--- src/rtl/cnn_mem_pkg.sv ---
// Shared constants, FSM state encodings and word-packing helper for the
// feature-map memory layout (16 FP16 pixels per 256-bit word).
package cnn_mem_pkg;

  localparam int MEM_WORD_WIDTH = 256;
  localparam int PIX_PER_WORD   = 16;
  localparam int FP16_WIDTH     = 16;

  typedef enum logic [1:0] {
    IDLE     = 2'd0,
    ACTIVE   = 2'd1,
    COMPLETE = 2'd2
  } top_state_e;

  typedef enum logic [1:0] {
    W_IDLE = 2'd0,
    W_LO   = 2'd1,
    W_HI   = 2'd2
  } wr_state_e;

  // Keeps the first 'lanes' pixels of the slice and zeroes the rest.
  function automatic logic [MEM_WORD_WIDTH-1:0] pack_word(
    input logic [MEM_WORD_WIDTH-1:0] pixels,
    input int                        lanes
  );
    logic [MEM_WORD_WIDTH-1:0] word;
    word = '0;
    for (int j = 0; j < PIX_PER_WORD; j++) begin
      if (j < lanes) begin
        word[j*FP16_WIDTH +: FP16_WIDTH] = pixels[j*FP16_WIDTH +: FP16_WIDTH];
      end else begin
        word[j*FP16_WIDTH +: FP16_WIDTH] = {FP16_WIDTH{1'b0}};
      end
    end
    return word;
  endfunction

endpackage

--- src/rtl/conv_col_writer_fifo.sv ---
// Small synchronous column FIFO; a push into a full FIFO is accepted when a
// pop happens on the same edge.
module col_fifo #(
  parameter int WIDTH = 389,
  parameter int DEPTH = 2
) (
  input  logic                       clk,
  input  logic                       rst,
  input  logic                       clear,
  input  logic                       push,
  input  logic [WIDTH-1:0]           din,
  input  logic                       pop,
  output logic                       full,
  output logic                       empty,
  output logic [$clog2(DEPTH+1)-1:0] level,
  output logic [WIDTH-1:0]           head
);

  localparam int PW = (DEPTH > 1) ? $clog2(DEPTH) : 1;
  localparam int CW = $clog2(DEPTH+1);

  logic [WIDTH-1:0] mem_r [DEPTH];
  logic [PW-1:0]    rd_ptr_r;
  logic [PW-1:0]    wr_ptr_r;
  logic [CW-1:0]    count_r;
  logic             do_push_s;
  logic             do_pop_s;

  function automatic logic [PW-1:0] ptr_inc(input logic [PW-1:0] p);
    if (p == PW'(DEPTH-1)) begin
      return '0;
    end else begin
      return p + PW'(1);
    end
  endfunction

  assign full      = (count_r == CW'(DEPTH));
  assign empty     = (count_r == '0);
  assign level     = count_r;
  assign head      = mem_r[rd_ptr_r];
  assign do_pop_s  = pop && !empty;
  assign do_push_s = push && (!full || do_pop_s);

  always_ff @(posedge clk) begin
    if (rst || clear) begin
      rd_ptr_r <= '0;
      wr_ptr_r <= '0;
      count_r  <= '0;
    end else begin
      if (do_push_s) wr_ptr_r <= ptr_inc(wr_ptr_r);
      if (do_pop_s)  rd_ptr_r <= ptr_inc(rd_ptr_r);
      count_r <= count_r + CW'(do_push_s) - CW'(do_pop_s);
    end
  end

  // Storage needs no reset; occupancy is tracked by the pointers above.
  always_ff @(posedge clk) begin
    if (do_push_s) mem_r[wr_ptr_r] <= din;
  end

endmodule

--- src/rtl/conv_col_writer.sv ---
// Write-back of completed convolution output columns into the feature-map
// memory as two packed words per column (address = column*2 + half).
module conv_col_writer
  import cnn_mem_pkg::*;
#(
  parameter int DATA_WIDTH  = 16,
  parameter int IMAGE_SIZE  = 28,
  parameter int KERNEL_SIZE = 5,
  parameter int COL_BASE    = 1,
  parameter int BASE_ADDR   = 0,
  parameter int ADDR_WIDTH  = 12,
  parameter int FIFO_DEPTH  = 2,
  localparam int OUT_SIZE   = IMAGE_SIZE - KERNEL_SIZE + 1,
  localparam int CNW        = $clog2(IMAGE_SIZE) + 1
) (
  input  logic                      clk,
  input  logic                      rst,
  input  logic                      start,
  input  logic                      valid_in_col,
  input  logic [CNW-1:0]            col_num,
  input  logic [DATA_WIDTH-1:0]     col_data [OUT_SIZE-1:0],
  output logic                      mem_we,
  output logic [ADDR_WIDTH-1:0]     mem_addr,
  output logic [MEM_WORD_WIDTH-1:0] mem_wdata,
  input  logic                      mem_ready,
  output logic                      busy,
  output logic                      done,
  output logic                      overflow,
  output logic                      err_range
);

  localparam int IDXW     = $clog2(OUT_SIZE);
  localparam int DW_ALL   = OUT_SIZE * DATA_WIDTH;
  localparam int EW       = DW_ALL + IDXW;
  localparam int FLW      = $clog2(FIFO_DEPTH + 1);
  localparam int CCW      = $clog2(OUT_SIZE + 1);
  localparam int HI_LANES = OUT_SIZE - PIX_PER_WORD;
  localparam logic [CNW-1:0] COL_LO   = CNW'(COL_BASE);
  localparam logic [CNW-1:0] COL_HI   = CNW'(COL_BASE + OUT_SIZE);
  localparam logic [CCW-1:0] CNT_LAST = CCW'(OUT_SIZE);

  top_state_e state_r, state_next_s;
  wr_state_e  wstate_r, wstate_next_s;

  logic [CCW-1:0]        col_cnt_r, col_cnt_next_s;
  logic                  overflow_r, err_range_r;
  logic [DW_ALL-1:0]     col_flat_s;
  logic                  in_range_s, push_req_s, push_s, pop_s, clear_s;
  logic                  fifo_full_s, fifo_empty_s;
  logic [FLW-1:0]        fifo_level_s;
  logic [EW-1:0]         fifo_head_s;
  logic [IDXW-1:0]       head_idx_s;
  logic [DW_ALL-1:0]     head_data_s;
  logic [ADDR_WIDTH-1:0] col_addr_s;

  // Flatten the column so pixel i sits in bits i*DATA_WIDTH.
  always_comb begin
    col_flat_s = '0;
    for (int i = 0; i < OUT_SIZE; i++) begin
      col_flat_s[i*DATA_WIDTH +: DATA_WIDTH] = col_data[i];
    end
  end

  assign clear_s     = (state_r == IDLE) && start;
  assign in_range_s  = (col_num >= COL_LO) && (col_num < COL_HI);
  assign push_req_s  = (state_r == ACTIVE) && valid_in_col && in_range_s;
  assign pop_s       = (wstate_r == W_HI) && mem_ready;
  assign push_s      = push_req_s && (!fifo_full_s || pop_s);
  assign head_idx_s  = fifo_head_s[EW-1 -: IDXW];
  assign head_data_s = fifo_head_s[DW_ALL-1:0];
  assign col_addr_s  = ADDR_WIDTH'(BASE_ADDR) + (ADDR_WIDTH'(head_idx_s) << 1);

  col_fifo #(
    .WIDTH (EW),
    .DEPTH (FIFO_DEPTH)
  ) u_fifo (
    .clk   (clk),
    .rst   (rst),
    .clear (clear_s),
    .push  (push_s),
    .din   ({IDXW'(col_num - COL_LO), col_flat_s}),
    .pop   (pop_s),
    .full  (fifo_full_s),
    .empty (fifo_empty_s),
    .level (fifo_level_s),
    .head  (fifo_head_s)
  );

  always_ff @(posedge clk) begin
    if (rst) begin
      state_r     <= IDLE;
      wstate_r    <= W_IDLE;
      col_cnt_r   <= '0;
      overflow_r  <= 1'b0;
      err_range_r <= 1'b0;
    end else if (clear_s) begin
      state_r     <= state_next_s;
      wstate_r    <= W_IDLE;
      col_cnt_r   <= '0;
      overflow_r  <= 1'b0;
      err_range_r <= 1'b0;
    end else begin
      state_r   <= state_next_s;
      wstate_r  <= wstate_next_s;
      col_cnt_r <= col_cnt_next_s;
      if (push_req_s && !push_s) overflow_r <= 1'b1;
      if ((state_r == ACTIVE) && valid_in_col && !in_range_s) err_range_r <= 1'b1;
    end
  end

  // Frame completes on the edge that pops the last column.
  always_comb begin
    col_cnt_next_s = pop_s ? col_cnt_r + CCW'(1) : col_cnt_r;
    state_next_s   = state_r;
    case (state_r)
      IDLE:     state_next_s = start ? ACTIVE : IDLE;
      ACTIVE:   state_next_s = (col_cnt_next_s == CNT_LAST) ? COMPLETE : ACTIVE;
      COMPLETE: state_next_s = IDLE;
      default:  state_next_s = IDLE;
    endcase
  end

  // W_HI chains straight into W_LO when another column remains after the pop.
  always_comb begin
    wstate_next_s = wstate_r;
    case (wstate_r)
      W_IDLE: wstate_next_s = fifo_empty_s ? W_IDLE : W_LO;
      W_LO:   wstate_next_s = mem_ready ? W_HI : W_LO;
      W_HI: begin
        if (!mem_ready) begin
          wstate_next_s = W_HI;
        end else if ((fifo_level_s > FLW'(1)) || push_s) begin
          wstate_next_s = W_LO;
        end else begin
          wstate_next_s = W_IDLE;
        end
      end
      default: wstate_next_s = W_IDLE;
    endcase
  end

  always_comb begin
    busy      = (state_r != IDLE);
    done      = (state_r == COMPLETE);
    overflow  = overflow_r;
    err_range = err_range_r;
  end

  always_comb begin
    mem_we    = 1'b0;
    mem_addr  = '0;
    mem_wdata = '0;
    case (wstate_r)
      W_LO: begin
        mem_we    = 1'b1;
        mem_addr  = col_addr_s;
        mem_wdata = pack_word(head_data_s[MEM_WORD_WIDTH-1:0], PIX_PER_WORD);
      end
      W_HI: begin
        mem_we    = 1'b1;
        mem_addr  = col_addr_s + ADDR_WIDTH'(1);
        mem_wdata = pack_word(MEM_WORD_WIDTH'(head_data_s >> MEM_WORD_WIDTH), HI_LANES);
      end
      default: begin
        mem_we    = 1'b0;
        mem_addr  = '0;
        mem_wdata = '0;
      end
    endcase
  end

endmodule

--- config.mk ---
export PLATFORM = sky130hd
export DESIGN_NAME = conv_col_writer
export DESIGN_NICKNAME = d
export VERILOG_FILES = /design/src/rtl/cnn_mem_pkg.sv /design/src/rtl/conv_col_writer_fifo.sv /design/src/rtl/conv_col_writer.sv
export SDC_FILE = /design/constraint.sdc
export NUM_CORES = 1
export LEC_CHECK = 0
export ABC_AREA = 1
export CAP_MARGIN = 20
export CORE_AREA = 2 2 263 265
export CTS_BUF_LIST = sky130_fd_sc_hd__clkbuf_16
export DETAILED_ROUTE_END_ITERATION = 8
export DIE_AREA = 0 0 265 267
export PLACE_DENSITY_LB_ADDON = 0.08
export REMOVE_ABC_BUFFERS = 1
export SYNTH_ARGS = -nofsm -noshare
export SYNTH_HDL_FRONTEND = slang
export SYNTH_SLANG_ARGS = --single-unit
--- constraint.sdc ---
create_clock -name clk -period 28.3 [get_ports clk]
set_input_delay 4.245 -clock clk [delete_from_list [all_inputs] [get_ports clk]]
set_output_delay 4.245 -clock clk [all_outputs]
set_load 0.01 [all_outputs]
==> results of run 1 <==
registers in the layout, indices dropped and copies added, names as in the netlist, named ones only:
name,flops
wstate_r,2
col_cnt_r,5
u_fifo.rd_ptr_r,1
u_fifo.level,2
overflow,1
u_fifo.wr_ptr_r,1
err_range,1
state_r,2
u_fifo.mem_r,778
kinds of logic (layout without fill, tap and decap cells):
group	Yosys count	after routing	share of synthesized area
fa+ha+maj	10	10	0.00409
xor+xnor	4	4	0.00114
compound gates	405	405	0.0667
buf+inv	184	868	0.0293
other cells	1	20	0.000122
flops	794	794	0.774
simple gates	972	972	0.125
layout make-up:
class | instances | area share
inverters | 35 | 0.00360
well taps | 882 | 0.0271
flip-flops and latches | 794 | 0.583
clock buffers | 84 | 0.0517
clock inverters | 71 | 0.0163
repair buffers | 678 | 0.168
multi-input cells | 1397 | 0.149
diodes | 14 | 0.000862
cell usage in the layout (no fill, tap or decap), types with 2 or more instances in the layout:
cell             netlist  routed
nor2_1               784     782
edfxtp_1             778     778
clkdlybuf4s50_1        0     661
o21ai_0              181     181
a21oi_1              142     142
nor3_1               128     128
clkbuf_16              0      84
o21ai_1               78      78
nand2_1               47      46
inv_1                 33      44
clkinv_2               0      21
clkinv_1               0      18
dfxtp_1               16      15
diode_2                0      14
bufinv_16              0      11
ha_1                  10      10
buf_4                 31      10
nand3_1                9       9
conb_1                 1       6
buf_12                 0       5
nand4_1                3       3
inv_4                  0       3
xor2_1                 3       3
inv_6                  0       3
nor2_4                 0       2
clkinv_8               0       2
buf_16                 0       2
path summary, 6_finish.rpt:
kind                               end  slack [ps]             from  depth (start not counted)
setup reg to reg  u_fifo.mem_r[0][115]       23930      wstate_r[0]                          8
setup / recovery        mem_wdata[110]       19880        flip-flop                          7
hold reg to reg        u_fifo.rd_ptr_r         460  u_fifo.rd_ptr_r                          1
hold / removal         u_fifo.rd_ptr_r         460  u_fifo.rd_ptr_r                          1
routing by layer:
layer | GRT usage | part of all wire | vias to the layer above
met5 | 0.00832 | 0.0033 | -
met4 | 0.0805 | 0.028 | 36
met3 | 0.0859 | 0.090 | 175
met2 | 0.393 | 0.50 | 704
met1 | 0.289 | 0.38 | 9983
li1 | - | - | 9639
power groups by stage:
stage	sequential, mW	clock (mW)	combinational, mW
final	1.31	1.10	0.0844
after global routing	1.31	1.17	0.0907
after CTS	1.31	1.12	0.0849
after detailed placement	1.33	0	0.0844
after global placement	1.33	0	0.0815
after floorplan	1.34	0	0.0138
cell usage after synthesis:
| library cell | count | area (um2) |
|---|---|---|
| o21ai_0 | 181 | 906 |
| inv_1 | 33 | 124 |
| inv_2 | 2 | 7.51 |
| nand3_1 | 9 | 45.0 |
| a21oi_2 | 1 | 8.76 |
| buf_2 | 60 | 300 |
| nand2_1 | 47 | 176 |
| conb_1 | 1 | 3.75 |
| a31oi_2 | 1 | 12.5 |
| dfxtp_1 | 16 | 320 |
| ha_1 | 10 | 125 |
| o21bai_1 | 1 | 7.51 |
| nor3_1 | 128 | 641 |
| buf_6 | 1 | 11.3 |
| o21a_1 | 1 | 7.51 |
| clkbuf_2 | 5 | 25.0 |
| buf_1 | 3 | 11.3 |
| buf_4 | 31 | 233 |
| xor2_1 | 3 | 26.3 |
| a21oi_1 | 142 | 711 |
| xnor2_1 | 1 | 8.76 |
| nor2_1 | 784 | 2940 |
| edfxtp_1 | 778 | 23400 |
| nand4_1 | 3 | 18.8 |
| or2_0 | 1 | 6.26 |
| o21ai_1 | 78 | 390 |
| clkbuf_1 | 49 | 184 |
==> impl_metrics.tcl, run 1 <==
set metrics [dict create \
    status "complete, no violations" \
    htreeDepth 3 \
    synthesis.area_um2 30600 \
    dr.pass1.iters 5 \
    fin_area_um2 40700 \
    fin_tns_setup_ps 0 \
    die_h_um 267 \
    cell_internal_pwr_mw 2.00 \
    gp_congestion 0.838 \
    io_buffers 661 \
    slowest_stage "buf_4" \
    max_cap_violations 0 \
    rsz0062_at_grt "false" \
    clock.fmax_mhz 119 \
    grt_max_degree 211 \
    root_buffer "clkbuf_16" \
    area_growth_pct 32.8 \
    clock_sinks 794 \
    switching_share 0.197 \
    fillers 5295 \
    core.rowCount 96 \
    core_region_area_um2 68000 \
    hold_ws_ps 460 \
    p_total_mw 2.49 \
    crit_path_end_kind "output port" \
    synth-seq-cells 794 \
    p_per_area_nw_per_um2 61.3 \
    worst_pin_slew_ps 1220 \
    numCtsBuffers 84 \
    drt_iter0_drc 1855 \
    placed_cell_area_um2 37800 \
    grt_overflow_total 0 \
    die_w_um 265 \
    cts_tree "done" \
    finalNonFillerCells 3955 \
    dp_hpwl_mm 53.7 \
    startpoint_type "flip-flop" \
    slew_viol_final 0 \
    hold_viol_final 0 \
    cts_setup_buffers 0 \
    grt_pass1_vias 20460 \
    cp_cell_sequence "buf_12 -> buf_4 -> nor2_1 -> nor2_1 -> o21ai_0 -> a21oi_1 -> clkdlybuf4s50_1" \
    placedCellCount 3784 \
    cts.reportedPaths.clkPinSlew_ps 60 \
    max_stage_delay_ps 900 \
    power.switching_mw 0.491 \
    ant_nets 0 \
    vias 20537 \
    grt_usage 0.238 \
    arrival_ps 4180 \
    vias_per_cell 5.19 \
    period_needed_ps 8420 \
    combPwrFrac 0.034 \
    crit_type "reg -> out" \
    grt_pass1_wl_mm 126 \
    cp_top_family "buffers and inverters" \
    cts-resized-gates 0 \
    path_buf_inv 3 \
    syn_area_per_cell_um2 12.9 \
    drc_errors 0 \
    cp.required_ps 24050 \
    ir_worst_vdd_v 0.0000623 \
    wl_per_cell_um 21.9 \
    fin_crit_sh 0.298 \
    cp_common_cell "nor2_1" \
    finalSetupViolations 0 \
    setup_slack_ps 19880 \
    nets 3395 \
    pre_cts_ws_ps 19750 \
    grt_antenna_before_repair 32 \
    drive_above_1_share 0.0494 \
    cp_max_fo 210 \
    ys_types 27 \
    dieArea_um2 70800 \
    seqCellArea_um2 23700 \
    p_seq_frac 0.525 \
    io_pins 668 \
    multi_input_area_um2 6080 \
    fin_util 0.598 \
    hold_path.class "reg -> reg" \
    clock_path_buffers 3 \
    synth-seq-area-share 0.774 \
    timing.slew.headroom 0.185 \
    drt_wl_total_mm 86.6 \
    cts_hold_buf 0 \
    initial_utilization 0.450 \
    clock_skew_ps 30.0 \
    p_leak_nw 13.5 \
    clk_latency_ps 650 \
    syn_inst 2370 \
    clkPwrFrac 0.441 \
    yosys_warnings 0 \
]
(Power assumes the default switching activity.)
==> inputs of run 2 (changes only) <==
- CORE_AREA: 2 2 263 265 -> not set
- CORE_MARGIN: not set -> 2
- CORE_UTILIZATION: not set -> 46
- DIE_AREA: 0 0 265 267 -> not set
- clock period: 28.3 -> 7.5 ns (I/O delays scaled with it)
==> run 2 against run 1 <==
  * Non-clock buffer count rose by 2
  * Sequential share of layout area grew 0.14 points
  * Hold slack worse by 9.2 ps
  * Register-to-register slack got worse by 20000 ps
  * Combinational power grew to 3.7 times the previous value
  * Via count is 0.61% higher
  * Critical path type unchanged
==> impl_metrics.tcl, run 2 (synthesis gave the netlist of run 1 again) <==
set metrics [dict create \
    drt_wl_total_mm 88.3 \
    area_growth_pct 32.5 \
    ir_worst_vdd_v 0.000196 \
    crit_path_end_kind "output port" \
    drt_iter0_drc 1812 \
    cp_cell_sequence "inv_1 -> ha_1 -> inv_4 -> buf_4 -> nor2_1 -> o21ai_0 -> a21oi_1 -> clkdlybuf4s50_1" \
    max_cap_violations 0 \
    vias_per_cell 5.24 \
    crit_end "mem_wdata[18]" \
    grt_pass1_wl_mm 126 \
    fillers 5050 \
    path_depth 8 \
    drive_above_1_share 0.0471 \
    max_stage_delay_ps 800 \
    largest_reg_flops 778 \
    gp_congestion 0.808 \
    reg2reg_depth 7 \
    grt_usage 0.249 \
    core.rowCount 94 \
    slowest_stage "buf_4" \
    cts_hold_buf 0 \
    clock.fmax_mhz 200 \
    numCtsBuffers 82 \
    dieArea_um2 68600 \
    cts.reportedPaths.clkPinSlew_ps 60 \
    period_needed_ps 4990 \
    clk_latency_ps 620 \
    core_region_area_um2 65900 \
    largest-register "u_fifo.mem_r" \
    worst-r2r-setup-slack_ps 4240 \
    wl_per_cell_um 22.4 \
    crit_type "reg -> out" \
    ant_nets 0 \
    fin_crit_sh 0.666 \
    final_common_cell "nor2_1" \
    cp_top_family "buffers and inverters" \
    die_h_um 262 \
    grt_pass1_vias 20105 \
    cts-resized-gates 0 \
    grt_antenna_before_repair 40 \
    pre_cts_ws_ps 3070 \
    reg2reg_to "u_fifo.mem_r[0][179]" \
    clock_sinks 794 \
    cts_tree "done" \
    dr.pass1.iters 5 \
    die_w_um 262 \
    hold_viol_final 0 \
    clock_skew_ps 19.0 \
    cp_max_fo 75 \
    fin_tns_setup_ps 0 \
    grt_overflow_total 0 \
    path_buf_inv 4 \
    worst_pin_slew_ps 1340 \
    drc_errors 0 \
    cts_setup_buffers 0 \
    clock_path_buffers 3 \
    io_pins 668 \
    htreeDepth 3 \
    startpoint_type "flip-flop" \
    p_per_area_nw_per_um2 228 \
    p_leak_nw 13.4 \
    grt_max_degree 224 \
    timing.slew.headroom 0.108 \
    vias 20662 \
    reg_top3 "u_fifo.mem_r: 778 flops, col_cnt_r: 5 flops" \
    final_cell_mix "782 x nor2_1, 778 x edfxtp_1, 661 x clkdlybuf4s50_1" \
    rsz0062_at_grt "false" \
    hold_path.class "reg -> reg" \
    finalSetupViolations 0 \
    nets 3395 \
    cp.required_ps 6380 \
    initial_utilization 0.465 \
    cp-startpoint "wstate_r[1]" \
    status "complete, no violations" \
    setup_slack_ps 2510 \
    root_buffer "clkbuf_16" \
    io_buffers 661 \
    timing.rr.start "wstate_r[0]" \
    arrival_ps 3870 \
    dp_hpwl_mm 55.4 \
    slew_viol_final 0 \
]
## run 2: stage by stage
step / hold WS, ps / utilization / instances / power, mW / area [um2]
final: 451 / 0.616 / 3946 / 9.26 / 40600
after global routing: 493 / 0.615 / 3935 / 9.53 / 40500
after CTS: 453 / 0.615 / 3921 / 9.34 / 40500
after detailed placement: 440 / 0.574 / 3769 / 5.35 / 37800
after global placement: 430 / 0.574 / 3769 / 5.33 / 37800
after floorplan: 425 / - / 2226 / 5.12 / 29900
## run 2: area by class of cell
cell class / count / area, um2 / area share
Tap cell: 864 / 1080 / 0.0266
Timing Repair Buffer: 680 / 6850 / 0.169
Clock buffer: 85 / 2130 / 0.0524
Antenna cell: 24 / 60.1 / 0.00148
Inverter: 35 / 146 / 0.00361
Sequential cell: 794 / 23700 / 0.584
Clock inverter: 67 / 532 / 0.0131
Multi-Input combinational cell: 1397 / 6080 / 0.150
## run 2: worst min path at each step
| stage | cells after the start | slack [ps] | start | endpoint |
|---|---|---|---|---|
| 3_3_place_gp | 1 | 430 | u_fifo.rd_ptr_r | flip-flop |
| 3_5_place_dp | 1 | 440 | u_fifo.rd_ptr_r | flip-flop |
| 6_report | 1 | 450 | u_fifo.rd_ptr_r | flip-flop |
| 2_1_floorplan | 1 | 430 | u_fifo.rd_ptr_r | flip-flop |
| 4_1_cts | 1 | 450 | u_fifo.rd_ptr_r | flip-flop |
| 5_1_grt | 1 | 490 | overflow | overflow |
## run 2: worst register-to-register path: stages (launching register included)
cell     delay, ps
dfxtp_1        330
inv_1          110
ha_1           310
nand2_1        190
nand3_1        150
nand4_1        280
nor2_4         520
buf_12         540
## run 2: report_power, final
| group | switching [mW] | leakage (nW) | internal (mW) |
|---|---|---|---|
| Combinational | 0.119 | 4.91 | 0.197 |
| Sequential | 0.0112 | 7.15 | 4.93 |
| Clock | 1.68 | 1.37 | 2.33 |
## run 2: layer usage
layer / wire (um) / vias to the layer above / share of wire / GRT usage
met1: 33700 / 10098 / 0.38 / 0.307
met2: 44000 / 699 / 0.50 / 0.409
met5: 262 / - / 0.0030 / 0
met4: 2320 / 38 / 0.026 / 0.0832
met3: 8070 / 166 / 0.091 / 0.0894
li1: - / 9661 / - / -
==> inputs of run 3 (changes only) <==
- clock period: 7.5 -> 4.3 ns (I/O delays scaled with it)
==> run 3 against run 2 <==
  * Critical path depth decreased by 1
  * Cell area increased by 0.57%
  * Highest routed layer unchanged
  * First-iteration DRC count increased by 5.8%
  * Sequential share of layout area decreased by 0.33 points
  * Routed wire length decreased by 1.7%
  * Total power increased by 70%
  * Flip-flop and latch count unchanged
  * Register-to-register slack got worse by 2700 ps
  * Sequential power increased by 74%
  * Clock power increased by 64%
  * Clock skew increased by 1.9 ps
==> impl_metrics.tcl, run 3 (synthesis gave the netlist of run 1 again) <==
set metrics [dict create \
    cts.reportedPaths.clkPinSlew_ps 60 \
    worst-r2r-setup-slack_ps 1540 \
    startpoint_type "flip-flop" \
    finalNonFillerCells 3968 \
    multi_input_area_um2 6080 \
    final_common_cell "nor2_1" \
    drive_above_1_share 0.0504 \
    clk_latency_ps 610 \
    worst_pin_slew_ps 879 \
    ant_nets 0 \
    hold_ws_ps 461 \
    setup_slack_ps 283 \
    core_region_area_um2 65900 \
    cts-resized-gates 0 \
    numCtsBuffers 81 \
    cp.required_ps 3650 \
    hold_viol_final 0 \
    hold_path.class "reg -> reg" \
    fin_tns_setup_ps 0 \
    reg2reg_to "u_fifo.mem_r[0][69]" \
    reg2reg_depth 8 \
    p_total_mw 15.8 \
    timing.rr.start "wstate_r[0]" \
    core.rowCount 94 \
    cts_hold_buf 0 \
    io_buffers 661 \
    fin_crit_sh 0.934 \
    die_h_um 262 \
    grt_usage 0.244 \
    grt_overflow_total 0 \
    reg_top3 "u_fifo.mem_r: 778 flops, col_cnt_r: 5 flops" \
    cts_tree "done" \
    clock_path_buffers 3 \
    cp_max_fo 46 \
    wl_per_cell_um 21.9 \
    cts_setup_buffers 0 \
    htreeDepth 3 \
    vias 20603 \
    placedCellCount 3796 \
    grt_max_degree 173 \
    nets 3420 \
    timing.slew.headroom 0.414 \
    rsz0062_at_grt "false" \
    gp_congestion 0.852 \
    seqCellArea_um2 23700 \
    grt_pass1_vias 20345 \
    pre_cts_ws_ps 849 \
    slew_viol_final 0 \
    io_pins 668 \
    finalSetupViolations 0 \
    largest_reg_flops 778 \
    dr.pass1.iters 5 \
    max_cap_violations 0 \
    arrival_ps 3370 \
    placed_cell_area_um2 38200 \
    fillers 5020 \
    drt_iter0_drc 1918 \
    dieArea_um2 68600 \
    die_w_um 262 \
    largest-register "u_fifo.mem_r" \
    status "complete, no violations" \
    crit_path_end_kind "output port" \
    grt_antenna_before_repair 36 \
    crit_type "reg -> out" \
    initial_utilization 0.465 \
    fin_util 0.619 \
    area_growth_pct 33.3 \
    clock_skew_ps 20.9 \
    drc_errors 0 \
    crit_end "mem_wdata[159]" \
    clock.fmax_mhz 249 \
    dp_hpwl_mm 56.6 \
    grt_pass1_wl_mm 125 \
    ir_worst_vdd_v 0.000260 \
    final_cell_mix "782 x nor2_1, 778 x edfxtp_1, 661 x clkdlybuf4s50_1" \
    period_needed_ps 4020 \
    p_leak_nw 13.5 \
    fin_area_um2 40800 \
    p_per_area_nw_per_um2 386 \
    vias_per_cell 5.19 \
    drt_wl_total_mm 86.8 \
    clock_sinks 794 \
    cp-startpoint "wstate_r[0]" \
    root_buffer "clkbuf_16" \
]
==> run 3: changes by cell type in the layout (fill, tap and decap cells not counted), moves of 2 or more <==
cell	before	now
buf_12	6	24
clkinv_2	16	6
buf_4	12	21
bufinv_16	8	3
clkinv_1	22	27
diode_2	24	28
clkinvlp_4	1	3
inv_1	46	48
==> run 3: how the worst min path moves through the flow <==
stage	startpoint	to	slack, ps	depth (start not counted)
after floorplan	u_fifo.rd_ptr_r	flip-flop	430	1
after global placement	u_fifo.rd_ptr_r	u_fifo.rd_ptr_r	440	1
after detailed placement	u_fifo.rd_ptr_r	flip-flop	450	1
after CTS	u_fifo.rd_ptr_r	u_fifo.rd_ptr_r	470	1
after global routing	overflow	overflow	490	1
final	u_fifo.rd_ptr_r	u_fifo.rd_ptr_r	460	1
==> run 3: report_power, final <==
| group | internal, mW | leakage, nW | switching (mW) |
|---|---|---|---|
| clock network | 3.76 | 1.27 | 2.81 |
| logic | 0.351 | 5.11 | 0.220 |
| registers | 8.59 | 7.15 | 0.0195 |
==> run 3: layout make-up <==
class | instances | share of cell area
diodes | 28 | 0.00172
clock buffers | 86 | 0.0528
clock inverters | 58 | 0.00804
inverters | 35 | 0.00359
multi-input cells | 1397 | 0.149
flip-flops and latches | 794 | 0.581
well taps | 864 | 0.0265
repair buffers | 706 | 0.178
==> run 3: critical path, cell delays in order (launching register included) <==
cell,delay [ps]
dfxtp_1,360
inv_1,90
ha_1,380
nand2_4,340
buf_4,530
buf_4,360
nor3_1,100
clkdlybuf4s50_1,510
==> run 3: routing by layer <==
layer,global-route usage,vias to the layer above,wire length (um)
met4,0.0830,28,1880
met2,0.406,692,43700
met5,0,-,184
li1,-,9713,-
met1,0.300,10017,33200
met3,0.0836,153,7830
